==> src/rtl/grom_led_driver_if.sv <==
// Display-byte and LED pin bundle between the grom CPU side and the LED driver.
interface grom_led_driver_if;
  logic [7:0] display_in;
  logic       display_we;
  logic       hlt;
  logic       led_r;
  logic       led_g;
  logic       led_b;

  modport master (
    output display_in, display_we, hlt,
    input  led_r, led_g, led_b
  );

  modport slave (
    input  display_in, display_we, hlt,
    output led_r, led_g, led_b
  );
endinterface

==> src/rtl/grom_led_driver.sv <==
// grom_led_driver: active-low RGB PWM stage for the CPU display byte; GROM_LED_GAMMA_EN selects gamma thresholds.
// Latency: a written byte applies at the next PWM period boundary; LED pins are registered one cycle behind.
// Backpressure: none; every write is accepted and the last write before a boundary wins.
module grom_led_driver #(
  parameter int PRESCALE      = 1,
  parameter int BLINK_PERIODS = 16
) (
  input logic              clk,
  input logic              reset,
  grom_led_driver_if.slave disp
);
  localparam int PW = (PRESCALE > 1) ? $clog2(PRESCALE) : 1;
  localparam int BW = (BLINK_PERIODS > 1) ? $clog2(BLINK_PERIODS) : 1;
  localparam logic [PW-1:0] PS_LAST = PW'(PRESCALE - 1);
  localparam logic [BW-1:0] BL_LAST = BW'(BLINK_PERIODS - 1);

  logic [PW-1:0] ps_cnt;
  logic [4:0]    pwm_cnt;
  logic [BW-1:0] blink_cnt;
  logic          blank;
  logic [7:0]    shadow;
  logic [7:0]    active;
  logic [2:0]    led_q;
  logic          tick;
  logic          boundary;
  logic [4:0]    level;
  logic [5:0]    th;
  logic [2:0]    on_vec;

  assign tick     = (ps_cnt == PS_LAST);
  assign boundary = tick && (pwm_cnt == 5'd31);
  assign level    = active[7:3];

`ifdef GROM_LED_GAMMA_EN
  logic [10:0] lvl_p1;
  always_comb begin
    lvl_p1 = 11'(level) + 11'd1;
    th     = 6'((lvl_p1 * lvl_p1) >> 5);
  end
`else
  assign th = {1'b0, level} + 6'd1;
`endif

  assign on_vec = active[2:0] & {3{({1'b0, pwm_cnt} < th) & ~blank}};

  always_ff @(posedge clk or posedge reset) begin
    if (reset) begin
      ps_cnt    <= '0;
      pwm_cnt   <= '0;
      blink_cnt <= '0;
      blank     <= 1'b0;
      shadow    <= '0;
      active    <= '0;
      led_q     <= 3'b111;
    end else begin
      ps_cnt <= tick ? '0 : ps_cnt + 1'b1;
      if (tick)
        pwm_cnt <= pwm_cnt + 5'd1;
      if (disp.display_we)
        shadow <= disp.display_in;
      // active takes the pre-edge shadow, so a write on the boundary waits one period
      if (boundary)
        active <= shadow;
      if (!disp.hlt) begin
        blink_cnt <= '0;
        blank     <= 1'b0;
      end else if (boundary) begin
        if (blink_cnt == BL_LAST) begin
          blink_cnt <= '0;
          blank     <= ~blank;
        end else begin
          blink_cnt <= blink_cnt + 1'b1;
        end
      end
      led_q <= ~on_vec;
    end
  end

  assign disp.led_r = led_q[0];
  assign disp.led_g = led_q[1];
  assign disp.led_b = led_q[2];
endmodule

==> src/flat_wrapper.sv <==
// flat-port wrapper written by rule: the top's interface ports become plain ports
module grom_led_driver_flat 
#(
  parameter int PRESCALE      = 1,
  parameter int BLINK_PERIODS = 16
)
  (clk, reset, disp_display_in, disp_display_we, disp_hlt, disp_led_r, disp_led_g, disp_led_b);
  grom_led_driver_if disp_i ();
  input logic clk;
  input logic reset;
  input wire logic [$bits(disp_i.display_in)-1:0] disp_display_in;
  input wire logic [$bits(disp_i.display_we)-1:0] disp_display_we;
  input wire logic [$bits(disp_i.hlt)-1:0] disp_hlt;
  output wire logic [$bits(disp_i.led_r)-1:0] disp_led_r;
  output wire logic [$bits(disp_i.led_g)-1:0] disp_led_g;
  output wire logic [$bits(disp_i.led_b)-1:0] disp_led_b;
  assign disp_i.display_in = disp_display_in;
  assign disp_i.display_we = disp_display_we;
  assign disp_i.hlt = disp_hlt;
  assign disp_led_r = disp_i.led_r;
  assign disp_led_g = disp_i.led_g;
  assign disp_led_b = disp_i.led_b;
  grom_led_driver #(.PRESCALE(PRESCALE), .BLINK_PERIODS(BLINK_PERIODS)) u_core (.clk(clk), .reset(reset), .disp(disp_i));
endmodule
==> config.mk <==
export PLATFORM = sky130hd
export DESIGN_NAME = grom_led_driver_flat
export DESIGN_NICKNAME = d
export VERILOG_FILES = /design/src/rtl/grom_led_driver_if.sv /design/src/rtl/grom_led_driver.sv /design/src/flat_wrapper.sv
export SDC_FILE = /design/constraint.sdc
export NUM_CORES = 1
export LEC_CHECK = 0
export ABC_AREA = 1
export CORE_MARGIN = 5
export CORE_UTILIZATION = 45
export CTS_CLUSTER_SIZE = 24
export DETAILED_ROUTE_END_ITERATION = 8
export PLACE_DENSITY = 0.66
export SLEW_MARGIN = 20
export SYNTH_ARGS = -nofsm -noshare
export SYNTH_HDL_FRONTEND = slang
export SYNTH_SLANG_ARGS = --single-unit
==> constraint.sdc <==
create_clock -name clk -period 2.01 [get_ports clk]
set_input_delay 0.3015 -clock clk [delete_from_list [all_inputs] [get_ports clk]]
set_output_delay 0.3015 -clock clk [all_outputs]
set_load 0.02 [all_outputs]
# Yosys cells after proc, flatten, opt, wreduce, memory -nomap -nowiden
# Index checks and enable logic that the tools add are counted.
dict set report classes {
  add_sub_neg 4
  n_lt_le_gt_ge 1
  n_eq_ne 4
  muxes 7
  n_bitwise 5
  n_reduce_logical 2
}
# cell count
set op_table {}
lappend op_table {{$mux 4} 3}
lappend op_table {{$add 5x1->6 const B} 1}
lappend op_table {{$lt 5x6->1} 1}
lappend op_table {{$add 5x1->5 const B} 1}
lappend op_table {{$eq 5x5->1 const B} 1}
lappend op_table {{$add 4x1->4 const B} 1}
lappend op_table {{$eq 4x4->1 const B} 1}
lappend op_table {{$mux 1} 4}
lappend op_table {{$ne 2x1->1 const B} 2}
lappend op_table {{$and 3x3->3} 1}
lappend op_table {{$not 3->3} 1}
lappend op_table {{$not 1->1} 2}
lappend op_table {{$reduce_and 2->1} 1}
lappend op_table {{$add 1x1->1 const B} 1}
lappend op_table {{$and 1x1->1} 1}
lappend op_table {{$logic_and 1x1->1} 1}
dict set report totals {
  register_bits 30
  out_inout_bits 3
  word_cells 30
}

# Depth between registers and ports, before layout
# Gate-level depths: netlist of run 1.
dict set report depth {
  depth_word 5
  mapped_depth 9
  depth_no_buf 9
}

# Worst setup path before layout of run 1
# Ideal clock, no wire load.
dict set report synth_path {
  path_type {register to register}
  start {register u_core.active[3]}
  end {register u_core.led_q[0]}
  t_arrival_ns 1.448
  t_required_ns 1.925
  path_slack_ns 0.476
  stages_incl_launch_ff 10
  n_path_buf 0
  period_less_slack_ns 1.534
  cell_sequence {dfrtp_1 -> ha_1 -> nand3_1 -> xor2_1 -> ha_1 -> inv_1 -> o21bai_2 -> nor2_1 -> nor2_2 -> nand3_1}
}
dict set report synth_between {
  elab_chain_cells 5
}
# element line
set synth_lines {}
lappend synth_lines {{start: declaration} grom_led_driver.sv:22} ;# logic [7:0] active;
lappend synth_lines {{start signal: assignment} grom_led_driver.sv:63} ;# active <= shadow;
lappend synth_lines {{$add 5x1->6} grom_led_driver.sv:41} ;# assign th = {1'b0, level} + 6'd1;
lappend synth_lines {{$lt 5x6->1} grom_led_driver.sv:44} ;# assign on_vec = active[2:0] & {3{({1'b0, pwm_cnt} < th) & ~blank}};
lappend synth_lines {{$and 1x1->1} grom_led_driver.sv:44}
lappend synth_lines {{$and 3x3->3} grom_led_driver.sv:44}
lappend synth_lines {{$not 3->3} grom_led_driver.sv:75} ;# led_q <= ~on_vec;
lappend synth_lines {{end signal: assignment} grom_led_driver.sv:75}
lappend synth_lines {{end: declaration} grom_led_driver.sv:23} ;# logic [2:0] led_q;
# No other way between the ends.
# A chain may end at the register's enable or synchronous reset.

# Worst setup path in the final report of run 1
dict set report layout_path {
  start {register u_core.led_q[1]}
  end {output disp_led_g}
}
# element line
set layout_lines {}
lappend layout_lines {{end: declaration} flat_wrapper.sv:15} ;# output wire logic [$bits(disp_i.led_g)-1:0] disp_led_g;
# No word-level cell between the ends.

==> results.md, run 1 <==
- Clk sinks: 29
- Xor-xnor portion of the synthesized cell area: 4.10%
- Compound-Gate Fraction of Synth Area: 10.9%
- Count of cell types in the netlist: 18
- Hpwl dp: 1560 um
- Util after Layout: 55.4%
- Pwr/cell area: 736 nW/um2
- Core area: 2730 um2
- Setup TNS: 0 ps
- Crit path launch type: register
- Area Overhead vs Synth: 18.0%
- Fmax: 580 MHz
- Int Pwr: 850 uW
- Post-synthesis mux area share: 0%
- Placed cell count: 176
- Largest family of logic cells by synthesized area: simple AND/OR/NAND/NOR gates
- Vias in the first global route: 942
- Diodes inserted: 0
- CTS buffer count: 5
- Worst setup EP type: primary output
- Final hold violation count: 0
- Comb power frac: 12.2%
- Worst setup margin: 286 ps
- Top cell type's share of synthesized area: 50.7%
- Leak: 0.000725 uW
- Die width: 63.4 um
- Synth area leader: dfrtp_1
- Gpl congestion: 0.723
- First-pass GRT wire length: 3800 um
- Iter 0 DRT Violations: 27
- Crit Path Class: register to primary output
- Post-Syn Nets: 152
- Non-Filler Instances: 183
- Shortest period the worst path allows: 1720 ps
- Routed WL: 2020 um
- #FFs+latches synth: 29
- Crit path max fanout: 1
- Slowest Stage Delay on Critical Path: 600 ps
- RSZ-0062 raised after global routing: false
- Starting density of the core: 46.9%
- Final Power: 1110 uW
- FP Rows: 19
- CP delay by family, top: buffers and inverters
- Slowest CP cell: clkdlybuf4s50_1
- Cells after Synth: 132
- Share of the cycle needed by the critical path after routing: 85.8%
- GR Overflow Total: 0
- TritonRoute pass-1 iters: 3
- Post-CTS Setup Repair Bufs: 0
- Pre-CTS setup slack: 347 ps
- Worst-path clk slew: 80 ps
- Crit path DAT: 1420 ps
- Post_cts resized: 0
- Routed len/inst: 11.0 um
- Max Root-Sink Buffers: 2
- Clock root buffer: clkbuf_4
- # IOs: 15
- Die area: 4020 um2
- CTS H-tree depth: 2
- Synth warnings: 0
- DR DRC count: 0
- Drt via density: 4.89
- Buf/Inv on CP: 1
- Run status: completed
- Via count: 895
- Largest net degree at the start of global routing: 30
- Sw frac: 23.7%
- Relative slew slack: 73.2%
- Required time of the critical path: 1710 ps
- Hold crit path type: input pin to async pin
- Clock Skews: 2.96 ps
- Reg power frac: 57.4%
- Max-cap violations: 0
- Final setup vio count: 0
- Syn avg cell area: 9.72 um2
- NetSw: 264 uW
- PortBufs: 14
- Total GRT Usage: 12.0%
- Clock power share: 30.4%
- Routed Antenna Nets: 0
- Clk_lat worst skew: 310 ps
- Peak supply drop: 0.000646 V
- Slew Limit Fails: 0
- Antenna violations before repair: 0
- Synth Cell Area: 1280 um2
- Fraction of the mapped netlist area in adder cells: 7.80%
- Synth Area in Simple Gates: 14.2%
- Sequential-to-total area share from yosys stat: 56.9%
- Top cells by area, synth: dfrtp_1, ha_1, nand2_1, o21ai_0, dfstp_2
- CTS tree: yes
- CTS Hold Buffers Added: 0
- Measured slew at the worst slew-check pin: 400 ps
- Chip height: 63.4 um
- CP cell instances: clkdlybuf4s50_1
- Nets: 172
- Layout cells sized above 1: 9.87%
==> per-stage QoR <==
step,cell area [um2],hold slack [ps]
floorplan,1280,377
detailed placement,1460,428
global route,1510,368
global placement,1460,419
finish,1510,351
CTS,1510,349
==> synthesized netlist by cell type (all sizes together) <==
library cell	count
dfrtp	26
nand2	25
o21ai	22
inv	18
nand3	11
ha	8
nor2	7
xor2	4
a21oi	3
dfstp	3
buf	2
xnor2	2
o21bai	1
==> worst paths after layout <==
check                                        startpoint                              end  slack, ps  cells past startpoint
max                           u_core.led_q[1]$_DFF_PP1_                       disp_led_g        290                      1
min                                               reset  u_core.blink_cnt[3]$_DFFE_PP0P_        350                      3
max reg2reg                u_core.active[3]$_DFFE_PP0P_        u_core.led_q[0]$_DFF_PP1_        340                      9
min reg2reg                u_core.active[2]$_DFFE_PP0P_        u_core.led_q[2]$_DFF_PP1_        440                      1
max in group asynchronous                         reset        u_core.led_q[0]$_DFF_PP1_       1360                      3
min in group clk           u_core.active[2]$_DFFE_PP0P_        u_core.led_q[2]$_DFF_PP1_        440                      1
==> cell type report <==
| type | instances | area, um2 |
|---|---|---|
| well taps | 31 | 38.8 |
| inverters | 18 | 67.6 |
| flip-flops and latches | 29 | 729 |
| clock buffers | 7 | 55.1 |
| fillers | 246 | 1220 |
| repair buffers | 15 | 148 |
| multi-input cells | 83 | 475 |
==> kinds of logic after synthesis <==
group,after synthesis
AOI/OAI and AO/OA,26
xor gates and xnor gates,6
adders and majority gates,8
buffers and inverters,20
DFF,29
and+or+nand+nor,43
==> cells in the final DEF, fill, tap and decap left out, types with 2 or more instances in the layout <==
cell type,instances
xnor2_1,2
nor2_1,6
inv_1,17
xor2_1,4
a21oi_1,3
dfrtp_1,26
nand3_1,10
o21ai_1,3
dfstp_2,3
clkdlybuf4s50_1,14
nand2_1,25
ha_1,8
o21ai_0,18
clkbuf_4,5
==> sequential cells by signal, indices dropped and copies added (netlist names) <==
register	cells
u_core.active	8
u_core.blank	1
u_core.blink_cnt	4
u_core.led_q	3
u_core.pwm_cnt	5
u_core.shadow	8
==> tightest hold or removal path: stages <==
cell and delay [ps]:
clkdlybuf4s50_1 390, inv_1 50, buf_4 330
==> power by group through the flow <==
stage	registers, uW	logic [uW]	clock network [uW]
floorplan	655	78.9	0
global placement	651	133	0
detailed placement	652	138	0
CTS	641	139	352
global route	645	160	388
finish	640	136	339
==> layer usage <==
metal  vias up  wire length, um  global-route usage [%]
met1       409              896                    13.5
met5         -                0                       0
met4         0               48                    6.23
met3         7               83                    4.44
li1        464                -                       -
met2        15              992                    19.5
No activity file was read; power rests on OpenSTA's default activity.
==> run 2, diff against run 1 <==
- CORE_MARGIN: 5 -> 4
- SETUP_SLACK_MARGIN: not set -> 0.5
==> results.md, run 2 (synthesis results as in run 1) <==
- Routed Antenna Nets: 0 (unchanged)
- Slew Limit Fails: 0 (unchanged)
- Vias in the first global route: 905 (was 942)
- GR Overflow Total: 0 (unchanged)
- Hold crit path type: input pin to async pin (unchanged)
- Register area: 729 um2 (unchanged)
- Hold Worst Slack: 333 ps (was 351 ps)
- Non-Filler Instances: 192 (was 183)
- Clk sinks: 29 (unchanged)
- Starting density of the core: 46.9% (unchanged)
- Required time of the critical path: 2280 ps (was 1710 ps)
- Clock root buffer: clkbuf_4 (unchanged)
- Multi-input gate area: 562 um2 (was 475 um2)
- Crit path launch type: register (unchanged)
- Via count: 965 (was 895)
- Final Power: 1280 uW (was 1110 uW)
- Layout cells sized above 1: 23.0% (was 9.87%)
- DR DRC count: 0 (unchanged)
- # IOs: 15 (unchanged)
- Routed len/inst: 12.5 um (was 11.0 um)
- Register-to-register setup slack: 400 ps (was 340 ps)
- R2R Path End: u_core.led_q[1]$_DFF_PP1_ (was u_core.led_q[0]$_DFF_PP1_)
- Core area: 2730 um2 (unchanged)
- Worst setup EP type: register (was primary output)
- Share of the cycle needed by the critical path after routing: 80.1% (was 85.8%)
- Pwr/cell area: 741 nW/um2 (was 736 nW/um2)
- Crit Path Class: register to register (was register to primary output)
- Clock Skews: 5.26 ps (was 2.96 ps)
- Shortest period the worst path allows: 1610 ps (was 1720 ps)
- Largest net degree at the start of global routing: 30 (unchanged)
- Placed cell count: 176 (unchanged)
- Run status: completed (unchanged)
- Nets: 180 (was 172)
- Final setup vio count: 0 (unchanged)
- Total GRT Usage: 13.7% (was 12.0%)
- Worst r2r src: u_core.active[3]$_DFFE_PP0P_ (unchanged)
- Util after Layout: 63.3% (was 55.4%)
- Chip height: 61.4 um (was 63.4 um)
- Area Overhead vs Synth: 34.9% (was 18.0%)
- CTS H-tree depth: 2 (unchanged)
- FP Rows: 19 (unchanged)
- Drt via density: 5.03 (was 4.89)
- RSZ-0062 raised after global routing: true (was false)
- Diodes inserted: 0 (unchanged)
- Die width: 61.4 um (was 63.4 um)
- Final hold violation count: 0 (unchanged)
- Iter 0 DRT Violations: 38 (was 27)
- Max Root-Sink Buffers: 2 (unchanged)
- CTS Hold Buffers Added: 0 (unchanged)
- Clk_lat worst skew: 330 ps (was 310 ps)
- Worst-path clk slew: 90 ps (was 80 ps)
- Most frequent cells in the layout: dfrtp_1, nand2_1, inv_1 (was dfrtp_1, nand2_1, o21ai_0)
- Fill cells: 233 (was 246)
- Antenna violations before repair: 0 (unchanged)
- Gpl congestion: 0.746 (was 0.723)
- Crit path max fanout: 4 (was 1)
- Relative slew slack: 72.6% (was 73.2%)
- Die area: 3770 um2 (was 4020 um2)
- CTS tree: yes (unchanged)
- Largest regs: u_core.active: 8 flops, u_core.shadow: 8 flops, u_core.pwm_cnt: 5 flops (unchanged)
- TritonRoute pass-1 iters: 4 (was 3)
- Setup TNS: 0 ps (unchanged)
- Crit path DAT: 1880 ps (was 1420 ps)
- Path depth of the worst reg2reg path: 9 (unchanged)
- Routed WL: 2410 um (was 2020 um)
- Hpwl dp: 1570 um (was 1560 um)
- Fmax: 621 MHz (was 580 MHz)
- PortBufs: 14 (unchanged)
- Most common cell after layout, fill and taps aside: dfrtp_1 (unchanged)
- Leak: 0.000803 uW (was 0.000725 uW)
- Max-cap violations: 0 (unchanged)
- CTS buffer count: 5 (unchanged)
- Measured slew at the worst slew-check pin: 410 ps (was 400 ps)
- Peak supply drop: 0.000561 V (was 0.000646 V)
- First-pass GRT wire length: 3690 um (was 3800 um)
==> run 2: area by class of cell <==
class | count | share of cell area (%)
Tap cell | 31 | 2.24
Clock inverter | 1 | 1.74
Inverter | 18 | 4.34
Clock buffer | 7 | 3.18
Sequential cell | 29 | 42.2
Timing Repair Buffer | 23 | 13.9
Multi-Input combinational cell | 83 | 32.5
==> run 2: timing repair <==
item,in CTS,in global routing
endpoints found under the setup margin,9,11
resized for setup,8,22
gates cloned,0,1
pin swaps,4,10
setup buffers,3,4
==> run 2: worst max path at each step <==
stage,startpoint,end,cells past startpoint
after detailed placement,u_core.active[5]$_DFFE_PP0P_,u_core.led_q[1]$_DFF_PP1_,7
after CTS,u_core.active[3]$_DFFE_PP0P_,u_core.led_q[1]$_DFF_PP1_,9
after global placement,u_core.active[3]$_DFFE_PP0P_,u_core.led_q[2]$_DFF_PP1_,9
after floorplan,u_core.active[3]$_DFFE_PP0P_,u_core.led_q[2]$_DFF_PP1_,9
after global routing,u_core.active[4]$_DFFE_PP0P_,u_core.led_q[2]$_DFF_PP1_,9
final,u_core.active[3]$_DFFE_PP0P_,u_core.led_q[1]$_DFF_PP1_,9
==> run 2: worst max-delay path: stages (launching register included) <==
cell and delay (ps):
dfrtp_1 450, ha_4 180, nand3_2 70, xor2_1 150, ha_1 270, inv_1 40
o21bai_4 160, inv_1 50, nand2_1 80, nand3_1 110
==> run 2: power breakdown <==
part / internal (uW) / leakage, uW / total, uW / switching, uW
clock network: 297 / 0.0000455 / 489 / 192
registers: 622 / 0.000355 / 642 / 19.9
logic: 70.5 / 0.000403 / 151 / 80.4
total: 989 / 0.000803 / 1280 / 293
==> run 2: per-layer routing <==
metal,vias to the layer above,wire (um),GRT usage [%],part of all wire [%]
li1,484,-,-,-
met1,457,993,14.3,41
met2,18,1250,23.6,52
met3,6,120,6.29,5.0
met4,0,44,6.36,1.8
met5,-,0,0,0
==> run 2: through the flow <==
step	worst slack (ps)	area, um2
after global placement	401	1470
after detailed placement	377	1470
after floorplan	490	1300
after CTS	370	1590
final	400	1730
after global routing	283	1730
==> run 3, diff against run 2 <==
- clock period: 2.01 -> 1.63 ns (I/O delays scaled with it)
==> results.md, run 3 (synthesis results as in run 1) <==
- FP Rows: 19 (unchanged)
- Final setup vio count: 0 (unchanged)
- Die width: 61.4 um (unchanged)
- Path depth of the worst reg2reg path: 9 (unchanged)
- Core area: 2730 um2 (unchanged)
- Vias in the first global route: 962 (was 905)
- Worst setup margin: 59.3 ps (was 400 ps)
- Crit path DAT: 1830 ps (was 1880 ps)
- CTS Hold Buffers Added: 0 (unchanged)
- Total GRT Usage: 15.5% (was 13.7%)
- Register-to-register setup slack: 60 ps (was 400 ps)
- Final hold violation count: 0 (unchanged)
- Pwr/cell area: 824 nW/um2 (was 741 nW/um2)
- Crit Path Class: register to register (unchanged)
- GR Overflow Total: 0 (unchanged)
- Share of the cycle needed by the critical path after routing: 96.4% (was 80.1%)
- Pre-CTS setup slack: 29.0 ps (was 377 ps)
- Via count: 985 (was 965)
- Clock power share: 33.3% (was 38.2%)
- First-pass GRT wire length: 4000 um (was 3690 um)
- Shortest period the worst path allows: 1570 ps (was 1610 ps)
- Layout cells sized above 1: 35.9% (was 23.0%)
- Clk_lat worst skew: 330 ps (about the same)
- Drt via density: 4.97 (was 5.03)
- Worst setup EP type: register (unchanged)
- Worst-path clk slew: 90 ps (about the same)
- Non-Filler Instances: 198 (was 192)
- Measured slew at the worst slew-check pin: 406 ps (was 410 ps)
- Slowest Stage Delay on Critical Path: 440 ps (was 450 ps)
- Fmax: 637 MHz (was 621 MHz)
- Crit path max fanout: 3 (was 4)
- Diodes inserted: 0 (unchanged)
- Most Frequent Cell on Critical Path: nor2_2 (was inv_1)
- CP cell instances: ha_4 > nand3_2 > xor2_1 > ha_1 > inv_1 > o21bai_4 > nor2_2 > nor2_2 > nand3_1 (was ha_4 > nand3_2 > xor2_1 > ha_1 > inv_1 > o21bai_4 > inv_1 > nand2_1 > nand3_1)
- Hold crit path type: input pin to async pin (unchanged)
- Setup TNS: 0 ps (unchanged)
- CP delay by family, top: flip-flops (unchanged)
- Final Power: 1490 uW (was 1280 uW)
- PortBufs: 14 (unchanged)
- Sw frac: 25.1% (was 22.8%)
- NetSw: 373 uW (was 293 uW)
- Hpwl dp: 1540 um (was 1570 um)
- Buf/Inv on CP: 1 (was 2)
- Nets: 186 (was 180)
- Setup crit end: u_core.led_q[0]$_DFF_PP1_ (was u_core.led_q[1]$_DFF_PP1_)
- Starting density of the core: 46.9% (unchanged)
- Largest net degree at the start of global routing: 30 (unchanged)
- Placed cell count: 178 (was 176)
- CTS buffer count: 5 (unchanged)
- TritonRoute pass-1 iters: 4 (unchanged)
- Gpl congestion: 0.755 (was 0.746)
- CTS tree: yes (unchanged)
- Relative slew slack: 72.9% (was 72.6%)
- Peak supply drop: 0.000760 V (was 0.000561 V)
- # IOs: 15 (unchanged)
- Routed Antenna Nets: 0 (unchanged)
- Worst r2r src: u_core.active[4]$_DFFE_PP0P_ (was u_core.active[3]$_DFFE_PP0P_)
- Slew Limit Fails: 0 (unchanged)
- Reg power frac: 53.6% (was 50.1%)
- Most frequent cells in the layout: dfrtp_1, nand2_1, inv_1 (unchanged)
- Die area: 3770 um2 (unchanged)
- Comb power frac: 13.1% (was 11.8%)
- Placed cell areas: 1500 um2 (was 1470 um2)
- Area Overhead vs Synth: 40.7% (was 34.9%)
- WP depth: 9 (unchanged)
- Clock root buffer: clkbuf_4 (unchanged)
- Iter 0 DRT Violations: 17 (was 38)
- Max Root-Sink Buffers: 2 (unchanged)
- Run status: completed (unchanged)
- Int Pwr: 1110 uW (was 989 uW)
- Clk sinks: 29 (unchanged)
- Crit path launch type: register (unchanged)
- R2R Path End: u_core.led_q[0]$_DFF_PP1_ (was u_core.led_q[1]$_DFF_PP1_)
- Chip height: 61.4 um (unchanged)
- Routed len/inst: 11.8 um (was 12.5 um)
- Routed WL: 2350 um (was 2410 um)
- Most common cell after layout, fill and taps aside: dfrtp_1 (unchanged)
- Required time of the critical path: 1890 ps (was 2280 ps)
- Max-cap violations: 0 (unchanged)
- Leak: 0.000829 uW (was 0.000803 uW)
- Final instance area: 1800 um2 (was 1730 um2)
- DR DRC count: 0 (unchanged)
- Antenna violations before repair: 0 (unchanged)
- Slowest CP cell: dfrtp_1 (unchanged)
- Clock Skews: 3.20 ps (was 5.26 ps)
- Largest regs: u_core.active: 8 flops, u_core.shadow: 8 flops, u_core.pwm_cnt: 5 flops (unchanged)
- CTS H-tree depth: 2 (unchanged)
- Critical Path Source: u_core.active[4]$_DFFE_PP0P_ (was u_core.active[3]$_DFFE_PP0P_)
- RSZ-0062 raised after global routing: true (unchanged)
run 3: timing repair:
action / CTS / global route
setup endpoints to repair: 20 / 19
resized for setup: 33 / 21
gates cloned: 1 / 0
pin swaps: 10 / 10
buffers inserted: 8 / 3
run 3: worst reg2reg max path, delay by kind of cell (launching register included):
kind	cells	cell delay (ps)
buf+inv	1	50
simple gates	4	320
xor+xnor	1	150
flops	1	440
fa+ha+maj	2	430
compound gates	1	110
run 3: power by group through the flow:
stage	Combinational (uW)	Sequential [uW]	Clock, uW
floorplan	106	809	0
detailed placement	181	805	0
global route	224	802	542
finish	195	796	494
global placement	175	803	0
CTS	189	792	514
run 3: cell type report:
cell class	instances	area, um2
repair buffers	28	264
repair inverters	1	16.3
clock inverters	1	5.00
flip-flops and latches	29	732
multi-input cells	83	608
well taps	31	38.8
inverters	18	75.1
fillers	231	930
clock buffers	7	65.1
run 3: per-layer routing:
layer  up-vias  global-route usage, %  wire (um)
met5         -                      0          0
met4         0                   11.8         58
met3         7                   5.03        119
met2        15                   25.8       1220
met1       465                   16.2        953
li1        498                      -          -
run 3: how the worst min path moves through the flow:
stage / end / cells after the start
global route: u_core.blank$_DFFE_PP0P_ / 3
CTS: u_core.active[4]$_DFFE_PP0P_ / 3
detailed placement: u_core.led_q[2]$_DFF_PP1_ / 1
global placement: u_core.led_q[2]$_DFF_PP1_ / 1
finish: u_core.blink_cnt[3]$_DFFE_PP0P_ / 3
floorplan: u_core.active[0]$_DFFE_PP0P_ / 1
run 3: stage by stage:
| step | hold slack, ps | utilization [%] |
|---|---|---|
| final | 265 | 66.0 |
| after floorplan | 320 | - |
| after CTS | 266 | 62.8 |
| after detailed placement | 415 | 55.0 |
| after global placement | 413 | 55.0 |
| after global routing | 288 | 66.0 |
